## src/rtl/regfile_writeback_pkg.sv

```systemverilog
// Shared types and constants for the register-file writeback block.
// Contents:
//   reg_addr_t    5-bit architectural register address
//   wb_src_e      which producer owns the write port in a given cycle
//   STARVE_CNT_W  width of the long-channel starvation counter
package tiny5_wb_pkg;
  typedef logic [4:0] reg_addr_t;

  typedef enum logic [1:0] {
    WB_NONE,
    WB_PIPE,
    WB_LONG
  } wb_src_e;

  localparam int STARVE_CNT_W = 4;
endpackage

```

## src/rtl/regfile_writeback_if.sv

```systemverilog
// Result-channel bundle between the two producers and the writeback block.
// Signals:
//   pipe_valid/pipe_rd/pipe_data  single-cycle pipe result (no back-pressure)
//   long_valid/long_rd/long_data  multi-cycle result, handshaked by long_ready
//   long_ready                    writeback accepts the long result this cycle
// Modports: master = producers, slave = writeback block.
interface regfile_writeback_if #(
  parameter int XLEN = 32
);
  import tiny5_wb_pkg::*;

  logic            pipe_valid;
  reg_addr_t       pipe_rd;
  logic [XLEN-1:0] pipe_data;
  logic            long_valid;
  reg_addr_t       long_rd;
  logic [XLEN-1:0] long_data;
  logic            long_ready;

  modport master (
    output pipe_valid, pipe_rd, pipe_data,
    output long_valid, long_rd, long_data,
    input  long_ready
  );

  modport slave (
    input  pipe_valid, pipe_rd, pipe_data,
    input  long_valid, long_rd, long_data,
    output long_ready
  );
endinterface

```

## src/rtl/regfile_writeback_scoreboard.sv

```systemverilog
// Pending-destination scoreboard for registers owed by the long channel.
// Ports:
//   clk_i, reset_i      clock, synchronous active-high reset
//   set_en_i/set_rd_i   a long op issues and will write set_rd_i
//   clr_en_i/clr_rd_i   a long result is accepted for clr_rd_i
//   lk_*_i / busy_*_o   three combinational lookups; address 0 is never busy
module wb_scoreboard
  import tiny5_wb_pkg::*;
(
  input  logic      clk_i,
  input  logic      reset_i,
  input  logic      set_en_i,
  input  reg_addr_t set_rd_i,
  input  logic      clr_en_i,
  input  reg_addr_t clr_rd_i,
  input  reg_addr_t lk_a_i,
  input  reg_addr_t lk_b_i,
  input  reg_addr_t lk_c_i,
  output logic      busy_a_o,
  output logic      busy_b_o,
  output logic      busy_c_o
);
  logic [31:1] r_pending;
  logic [31:1] w_pending_nxt;
  logic [31:0] w_pending_full;

  // Clear is applied first so that a same-cycle issue to the same register
  // re-arms the bit: the new op supersedes the result being retired.
  always_comb begin
    w_pending_nxt = r_pending;
    for (int i = 1; i < 32; i++) begin
      if (clr_en_i && clr_rd_i == reg_addr_t'(i)) w_pending_nxt[i] = 1'b0;
      if (set_en_i && set_rd_i == reg_addr_t'(i)) w_pending_nxt[i] = 1'b1;
    end
  end

  always_ff @(posedge clk_i) begin
    if (reset_i) r_pending <= '0;
    else         r_pending <= w_pending_nxt;
  end

  // Bit 0 tied low so x0 lookups always read as free.
  assign w_pending_full = {r_pending, 1'b0};
  assign busy_a_o = w_pending_full[lk_a_i];
  assign busy_b_o = w_pending_full[lk_b_i];
  assign busy_c_o = w_pending_full[lk_c_i];
endmodule

```

## src/rtl/regfile_writeback.sv

```systemverilog
// Writer side of the 31x32 register file. Merges the single-cycle pipe
// channel and the handshaked long channel onto one registered write port,
// tracks registers still owed by the long channel, and raises a pipe stall
// when the long channel has waited STARVE_MAX consecutive cycles.
// Ports:
//   clk_i, reset_i                  clock, synchronous active-high reset
//   wb (slave)                      pipe/long result channels, long_ready
//   issue_valid_i, issue_rd_i       long op issue (sets scoreboard bit)
//   chk_rs1/rs2/rd_i, busy_*_o      decode hazard lookups
//   pipe_stall_o                    upstream must hold pipe_valid low
//   rf_wr_en/addr/data_o            registered register-file write port
// Optional (macro TINY5_WB_BYPASS_EN):
//   rf_rd_data1/2_i, fwd_rs1/2_data_o  forwarding across the write-then-read gap
module regfile_writeback
  import tiny5_wb_pkg::*;
#(
  parameter int STARVE_MAX = 4,
  parameter int XLEN       = 32
) (
  input  logic             clk_i,
  input  logic             reset_i,
  regfile_writeback_if.slave wb,
  input  logic             issue_valid_i,
  input  reg_addr_t        issue_rd_i,
  input  reg_addr_t        chk_rs1_i,
  input  reg_addr_t        chk_rs2_i,
  input  reg_addr_t        chk_rd_i,
  output logic             busy_rs1_o,
  output logic             busy_rs2_o,
  output logic             busy_rd_o,
  output logic             pipe_stall_o,
  output logic             rf_wr_en_o,
  output reg_addr_t        rf_wr_addr_o,
  output logic [XLEN-1:0]  rf_wr_data_o
`ifdef TINY5_WB_BYPASS_EN
  ,
  input  logic [XLEN-1:0]  rf_rd_data1_i,
  input  logic [XLEN-1:0]  rf_rd_data2_i,
  output logic [XLEN-1:0]  fwd_rs1_data_o,
  output logic [XLEN-1:0]  fwd_rs2_data_o
`endif
);
  localparam logic [STARVE_CNT_W-1:0] STARVE_LIM = STARVE_CNT_W'(STARVE_MAX);

  wb_src_e                 w_sel;
  logic                    w_long_ready;
  logic                    w_long_hs;
  reg_addr_t               w_sel_rd;
  logic [XLEN-1:0]         w_sel_data;
  logic [STARVE_CNT_W-1:0] w_cnt_inc;

  logic                    r_stall;
  logic [STARVE_CNT_W-1:0] r_cnt;
  logic                    r_wr_en;
  reg_addr_t               r_wr_addr;
  logic [XLEN-1:0]         r_wr_data;

  // Pipe wins unless stalled; a pipe result arriving during a stall is
  // dropped in favour of the long channel.
  always_comb begin
    w_sel        = WB_NONE;
    w_long_ready = 1'b0;
    w_sel_rd     = '0;
    w_sel_data   = '0;
    if (!r_stall && wb.pipe_valid) begin
      w_sel      = WB_PIPE;
      w_sel_rd   = wb.pipe_rd;
      w_sel_data = wb.pipe_data;
    end else if (wb.long_valid) begin
      w_sel        = WB_LONG;
      w_long_ready = 1'b1;
      w_sel_rd     = wb.long_rd;
      w_sel_data   = wb.long_data;
    end
  end

  assign wb.long_ready = w_long_ready;
  assign w_long_hs     = wb.long_valid & w_long_ready;
  assign w_cnt_inc     = (r_cnt == '1) ? r_cnt : r_cnt + 1'b1;

  always_ff @(posedge clk_i) begin
    if (reset_i) begin
      r_wr_en   <= 1'b0;
      r_wr_addr <= '0;
      r_wr_data <= '0;
      r_cnt     <= '0;
      r_stall   <= 1'b0;
    end else begin
      r_wr_en   <= (w_sel != WB_NONE) && (w_sel_rd != '0);
      r_wr_addr <= w_sel_rd;
      r_wr_data <= w_sel_data;
      // Counter and stall only live while the long channel is waiting.
      if (w_long_hs || !wb.long_valid) begin
        r_cnt   <= '0;
        r_stall <= 1'b0;
      end else begin
        r_cnt <= w_cnt_inc;
        if (w_cnt_inc >= STARVE_LIM) r_stall <= 1'b1;
      end
    end
  end

  wb_scoreboard u_scoreboard (
    .clk_i    (clk_i),
    .reset_i  (reset_i),
    .set_en_i (issue_valid_i && issue_rd_i != '0),
    .set_rd_i (issue_rd_i),
    .clr_en_i (w_long_hs),
    .clr_rd_i (wb.long_rd),
    .lk_a_i   (chk_rs1_i),
    .lk_b_i   (chk_rs2_i),
    .lk_c_i   (chk_rd_i),
    .busy_a_o (busy_rs1_o),
    .busy_b_o (busy_rs2_o),
    .busy_c_o (busy_rd_o)
  );

  assign pipe_stall_o = r_stall;
  assign rf_wr_en_o   = r_wr_en;
  assign rf_wr_addr_o = r_wr_addr;
  assign rf_wr_data_o = r_wr_data;

`ifdef TINY5_WB_BYPASS_EN
  // The register file has no write-through, so the value being written this
  // cycle is forwarded to a same-cycle read of that register.
  assign fwd_rs1_data_o = (r_wr_en && r_wr_addr == chk_rs1_i && chk_rs1_i != '0)
                          ? r_wr_data : rf_rd_data1_i;
  assign fwd_rs2_data_o = (r_wr_en && r_wr_addr == chk_rs2_i && chk_rs2_i != '0)
                          ? r_wr_data : rf_rd_data2_i;
`endif
endmodule

```

## src/flat_wrapper.sv

```systemverilog
// flat-port wrapper written by rule: the top's interface ports become plain ports
module regfile_writeback_flat import tiny5_wb_pkg::*;
#(
  parameter int STARVE_MAX = 4,
  parameter int XLEN       = 32
)
  (clk_i, reset_i, issue_valid_i, issue_rd_i, chk_rs1_i, chk_rs2_i, chk_rd_i, busy_rs1_o, busy_rs2_o, busy_rd_o, pipe_stall_o, rf_wr_en_o, rf_wr_addr_o, rf_wr_data_o, wb_pipe_valid, wb_pipe_rd, wb_pipe_data, wb_long_valid, wb_long_rd, wb_long_data, wb_long_ready);
  regfile_writeback_if #(.XLEN(XLEN)) wb_i ();
  input  logic clk_i;
  input  logic reset_i;
  input  logic issue_valid_i;
  input  reg_addr_t issue_rd_i;
  input  reg_addr_t chk_rs1_i;
  input  reg_addr_t chk_rs2_i;
  input  reg_addr_t chk_rd_i;
  output logic busy_rs1_o;
  output logic busy_rs2_o;
  output logic busy_rd_o;
  output logic pipe_stall_o;
  output logic rf_wr_en_o;
  output reg_addr_t rf_wr_addr_o;
  output logic [XLEN-1:0] rf_wr_data_o;
  input wire logic [$bits(wb_i.pipe_valid)-1:0] wb_pipe_valid;
  input wire logic [$bits(wb_i.pipe_rd)-1:0] wb_pipe_rd;
  input wire logic [$bits(wb_i.pipe_data)-1:0] wb_pipe_data;
  input wire logic [$bits(wb_i.long_valid)-1:0] wb_long_valid;
  input wire logic [$bits(wb_i.long_rd)-1:0] wb_long_rd;
  input wire logic [$bits(wb_i.long_data)-1:0] wb_long_data;
  output wire logic [$bits(wb_i.long_ready)-1:0] wb_long_ready;
  assign wb_i.pipe_valid = wb_pipe_valid;
  assign wb_i.pipe_rd = wb_pipe_rd;
  assign wb_i.pipe_data = wb_pipe_data;
  assign wb_i.long_valid = wb_long_valid;
  assign wb_i.long_rd = wb_long_rd;
  assign wb_i.long_data = wb_long_data;
  assign wb_long_ready = wb_i.long_ready;
  regfile_writeback #(.STARVE_MAX(STARVE_MAX), .XLEN(XLEN)) u_core (.clk_i(clk_i), .reset_i(reset_i), .wb(wb_i), .issue_valid_i(issue_valid_i), .issue_rd_i(issue_rd_i), .chk_rs1_i(chk_rs1_i), .chk_rs2_i(chk_rs2_i), .chk_rd_i(chk_rd_i), .busy_rs1_o(busy_rs1_o), .busy_rs2_o(busy_rs2_o), .busy_rd_o(busy_rd_o), .pipe_stall_o(pipe_stall_o), .rf_wr_en_o(rf_wr_en_o), .rf_wr_addr_o(rf_wr_addr_o), .rf_wr_data_o(rf_wr_data_o));
endmodule
```

## config.mk

```make
export PLATFORM = sky130hd
export DESIGN_NAME = regfile_writeback_flat
export DESIGN_NICKNAME = d
export VERILOG_FILES = /design/src/rtl/regfile_writeback_pkg.sv /design/src/rtl/regfile_writeback_if.sv /design/src/rtl/regfile_writeback_scoreboard.sv /design/src/rtl/regfile_writeback.sv /design/src/flat_wrapper.sv
export SDC_FILE = /design/constraint.sdc
export NUM_CORES = 1
export LEC_CHECK = 0
export CAP_MARGIN = 10
export CORE_MARGIN = 2
export CORE_UTILIZATION = 47
export CTS_CLUSTER_DIAMETER = 30
export DETAILED_ROUTE_END_ITERATION = 12
export GPL_ROUTABILITY_DRIVEN = 0
export PLACE_DENSITY_LB_ADDON = 0.25
export REMOVE_ABC_BUFFERS = 1
export SLEW_MARGIN = 10
export SYNTH_ARGS = -nofsm -noshare
export SYNTH_HDL_FRONTEND = slang
export SYNTH_SLANG_ARGS = --single-unit
```

## constraint.sdc

```tcl
create_clock -name clk_i -period 4.4 [get_ports clk_i]
set_clock_uncertainty 0.05 [all_clocks]
set_input_delay 0.88 -clock clk_i [delete_from_list [all_inputs] [get_ports clk_i]]
set_output_delay 0.88 -clock clk_i [all_outputs]
set_load 0.1 [all_outputs]
```

# Word-level counts from Yosys, hierarchy flattened
# Index checks and enable logic that the tools add are counted.
# op_classes
addsub	1
magnitude_cmp	4
n_eq_ne	63
muxes	77
bitwise	1
n_reduce_logical	103
# ops
operator	n
$eq 5x5->1 const B	32
$eq 5x4->1 const B	16
$mux 1	67
$logic_and 1x1->1	65
$mux 32	2
$reduce_bool 2->1	32
$eq 5x3->1 const B	8
$eq 5x2->1 const B	4
$lt 5x6->1 const B	3
$bmux 1 s5	3
$eq 5x1->1 const B	2
$mux 5	2
$reduce_bool 5->1	2
$add 4x1->4 const B	1
$eq 4x4->1 const B	1
$ge 4x3->1 const B	1
$mux 2	2
$mux 4	1
$logic_not 1->1	2
$reduce_or 2->1	1
$and 1x1->1	1
$logic_or 1x1->1	1
# word_totals
ff_bits	74
in_bits	99
out_inout_bits	43
word_cells	285

# Depth between registers and ports, before layout
# depth
depth_word	7
ltp_mapped	6
ltp_nobuf	5

# Modules after synthesis
# A second synthesis with hierarchy kept.
# unflattened
hier_cells	432
area_unflattened_um2	3787.4
# by_module_without_submodules
module	instances	cells_per_inst	area_per_inst_um2
wb_scoreboard	1	234	2152.1
regfile_writeback	1	198	1635.3

# Worst setup path after synthesis
# No wires, ideal clock.
# synth_path
path_kind	input-to-output
from	in chk_rd_i[0]
to	out busy_rd_o
arrival_ns	2.692
path_slack_ns	0.778
stages	5
n_path_buf	1
cell_sequence	buf_2 mux4_2 nand2b_1 o211ai_1 nand4_1
# synth_via
elab_chain_cells	2
# synth_rtl
element	line_no	text
from (decl)	flat_wrapper.sv:15	input reg_addr_t chk_rd_i;
$bmux 1 s5	regfile_writeback_scoreboard.sv:46	assign busy_c_o = w_pending_full[lk_c_i];
$mux 1 (not written as such)	regfile_writeback_scoreboard.sv:46	
to (decl)	flat_wrapper.sv:18	output logic busy_rd_o;
# Every way passes these cells. The select of a mux whose other input is x is not followed.

# Worst setup path after layout
# Ends and elaborated chain as after synthesis.

==> results.md <==
* Outcome: finished clean
* Cell internal power dissipation at around 1.2 mW
* I/O pin cnt at roughly 140
* Type of the most critical hold path: reg2reg
* Post CTS Setup Buffer Count at 0
* Number of antenna cells inserted at 0
* Top FF cell, synth: dfxtp_1
* Number of sinks driven by the clock tree at 74
* Die Y at 92.5 um
* Synthesized flop and latch total at 74
* DR iter-0 viols at around 350
* Syn. warnings at 0
* Drt total wl at between 10000 and 15000 um
* First drt pass iteration count at 7
* Cts repair resizes at 0
* CP Class: in2out
* Number of buffer and inverter stages on the critical path at 2
* IO buf count at ~140
* PwrDens at 335 nW/um2
* Hold Vio Cnt, Final at 0
* Switch Pwr at approximately 0.54 mW
* Area of the die at about 8600 um2
* Combinational share of power at 25.0%
* Rows at 32
* Net switching share of the total power at 30.4%
* Asr flop ratio synth at 0%
* Worst-case headroom to the max-slew limit at 18.6%
* End-of-flow core utilization at 69.8%
* Routed via count at approximately 3800
* Transition at the pin with the smallest max-transition slack at about 1.2 ns
* Clock root cell: clkbuf_8
* Dpl hpwl at about 8500 um
* Type of destination of the critical path: primary output
* Final setup viols at 0
* Static power due to leakage at 1.95 nW
* Commonest non-fill, non-tap cell in the layout: clkdlybuf4s50_1
* Via count of the first global-routing pass at approximately 3700
* Via density per instance at 5.83
* Post-synth EDFFs at 0
* Fmax achieved at ~0.27 GHz
* Global-route wire length before repair at 17800 um
* Max clock buf depth at 2
* Crit start category: primary input
* Clock power share at between 30% and 40%
* Count of cell types in the netlist at 33
* Number of levels in the clock H-tree at 3
* Overall power of the completed layout at approximately 1.8 mW
* Antenna violations before repair at 0
* Final-report max-slew violation count at 0
* Antenna violation net count after detailed routing at 0
* Maximum number of pins on one net before global-route repair at 71
* Critical path's largest stage delay at roughly 0.65 ns
* Kind of cell adding the most delay to the critical path: buffers and inverters
* Number of DRC violations after detailed routing at 0
* Maximum Capacitance Violations at 0
* Area added between synthesis and finish at 45.1%
* Required time at the endpoint of the critical path at about 3.5 ns
* Hold buffers post-CTS at 0
* Top library cells by usage in the layout, fill and taps aside: 136 x clkdlybuf4s50_1, 74 x dfxtp_1, 56 x nor2_1
* Ordered cell list for the critical path: clkdlybuf4s50_1, mux4_2, nand2b_1, o211ai_1, nand4_1, buf_4
* Part of the Yosys area used for sequential elements at between 40% and 50%
* Minimum clock period after layout at 3.70 ns
* CTS buffer count at 9
* Mean area per synthesized cell at 8.55 um2
* Die boundary width at slightly above 90 um
* Global routing usage summed across all routing layers at a little over a quarter
* Critical path data arrival time at roughly 2.8 ns
* Final period util at a little over four fifths
* Core Footprint at about 7600 um2
* Clock latency on the worst-skew pair at ~0.35 ns
* RSZ-0062 raised after global routing: false
* Clock tree from TritonCTS: built
* Worst IR Drop VDD at approximately 0.00024 V
* Gate count of the mapped netlist at 430
* Final #Nets at between 600 and 700
* CP max-delay cell: clkdlybuf4s50_1
* Post-Route Setup TNS at 0 ns
* Initial core utilization at around half
* Global route total overflow at 0
* Crit-path max FO at 7
* Share of cells above drive strength 1 at under 10%
* Netlist area before placement at between 3000 and 4000 um2
* Post-CTS clock slew at the launch and capture registers of the worst setup and hold paths at 0.07 ns
* Average wire per standard cell at 17.2 um
* Sequential cell fraction of total power at between 30 and 40%
sequential cells by signal (all words and copies together) (netlist names), named ones only:
name and count:
u_core.pipe_stall_o 1, u_core.u_scoreboard.r_pending 31, u_core.r_cnt 3, u_core.rf_wr_data_o 32
u_core.rf_wr_addr_o 5, u_core.rf_wr_en_o 1
cells by family (layout without fill, tap and decap cells):
kind of cell / Yosys count / after routing / synth area share, %
AND/OR/NAND/NOR: 155 / 155 / 20.7
multiplexers: 37 / 37 / 13.1
buffers and inverters: 33 / 161 / 4.01
adder cells (fa/ha/maj): 1 / 1 / 0.340
AO/OA/AOI/OAI: 129 / 129 / 21.3
XOR/XNOR: 1 / 1 / 0.238
flip-flops: 74 / 74 / 40.3
synthesized netlist by cell type, types with 13 or more instances:
cell type | n | area (um2)
dfxtp_1 | 74 | 1480
nor2_1 | 56 | 210
a22oi_1 | 43 | 323
a21oi_1 | 42 | 210
nand2_1 | 39 | 146
mux2i_1 | 28 | 280
o21ai_0 | 18 | 90.1
clkbuf_1 | 16 | 60.1
o21ai_1 | 15 | 75.1
nand2b_1 | 14 | 87.6
nand3_1 | 14 | 70.1
buf_2 | 13 | 65.1
power by group through the flow:
stage	clock (mW)	sequential, mW	combinational, mW
floorplan	0	0.862	0.112
global placement	0	0.719	0.438
detailed placement	0	0.719	0.444
CTS	0.642	0.704	0.446
global route	0.672	0.707	0.468
finish	0.635	0.704	0.446
final cells by class:
cell class / instances / area, um2
clock inverters: 5 / 103
repair buffers: 143 / 1420
inverters: 3 / 11.3
well taps: 102 / 128
fillers: 623 / 2310
clock buffers: 10 / 138
multi-input cells: 323 / 2050
flip-flops and latches: 74 / 1480
metal layers:
metal  GRT usage (%)  part of all wire, %  wire, um  vias to the layer above
met5               0                    0         0                        -
met4            13.9                  3.7       422                        0
met3            7.08                  8.7       993                       40
met2            45.1                   48      5500                      210
met1            30.4                   39      4440                     1788
li1                -                    -         -                     1807
metrics by stage:
stage                     hold WS, ns  instance area [um2]  std cells  worst slack [ns]
final                           0.483                 5340        660             0.704
after global routing            0.492                 5340        660             0.594
after CTS                       0.482                 5340        660             0.700
after detailed placement        0.472                 5100        645             0.706
after global placement          0.468                 5100        645             0.796
after floorplan                 0.414                 3540        400             0.932
worst reg2reg max path, delay by kind of cell (launching register included):
| family | cells | cell delay (ns) |
|---|---|---|
| simple gates | 2 | 0.67 |
| flops | 1 | 0.38 |
| buf+inv | 1 | 0.27 |
| compound gates | 2 | 0.24 |
path summary, 6_finish.rpt:
kind / from / endpoint / slack [ns] / cells after the start
setup / recovery: chk_rd_i[0] / busy_rd_o / 0.70 / 6
hold / removal: u_core.u_scoreboard.r_pending[24] / u_core.u_scoreboard.r_pending[24] / 0.48 / 2
setup reg to reg: u_core.pipe_stall_o / u_core.u_scoreboard.r_pending[14] / 2.63 / 5
hold reg to reg: u_core.u_scoreboard.r_pending[24] / u_core.u_scoreboard.r_pending[24] / 0.48 / 2
No activity file was read; power rests on OpenSTA's default activity.
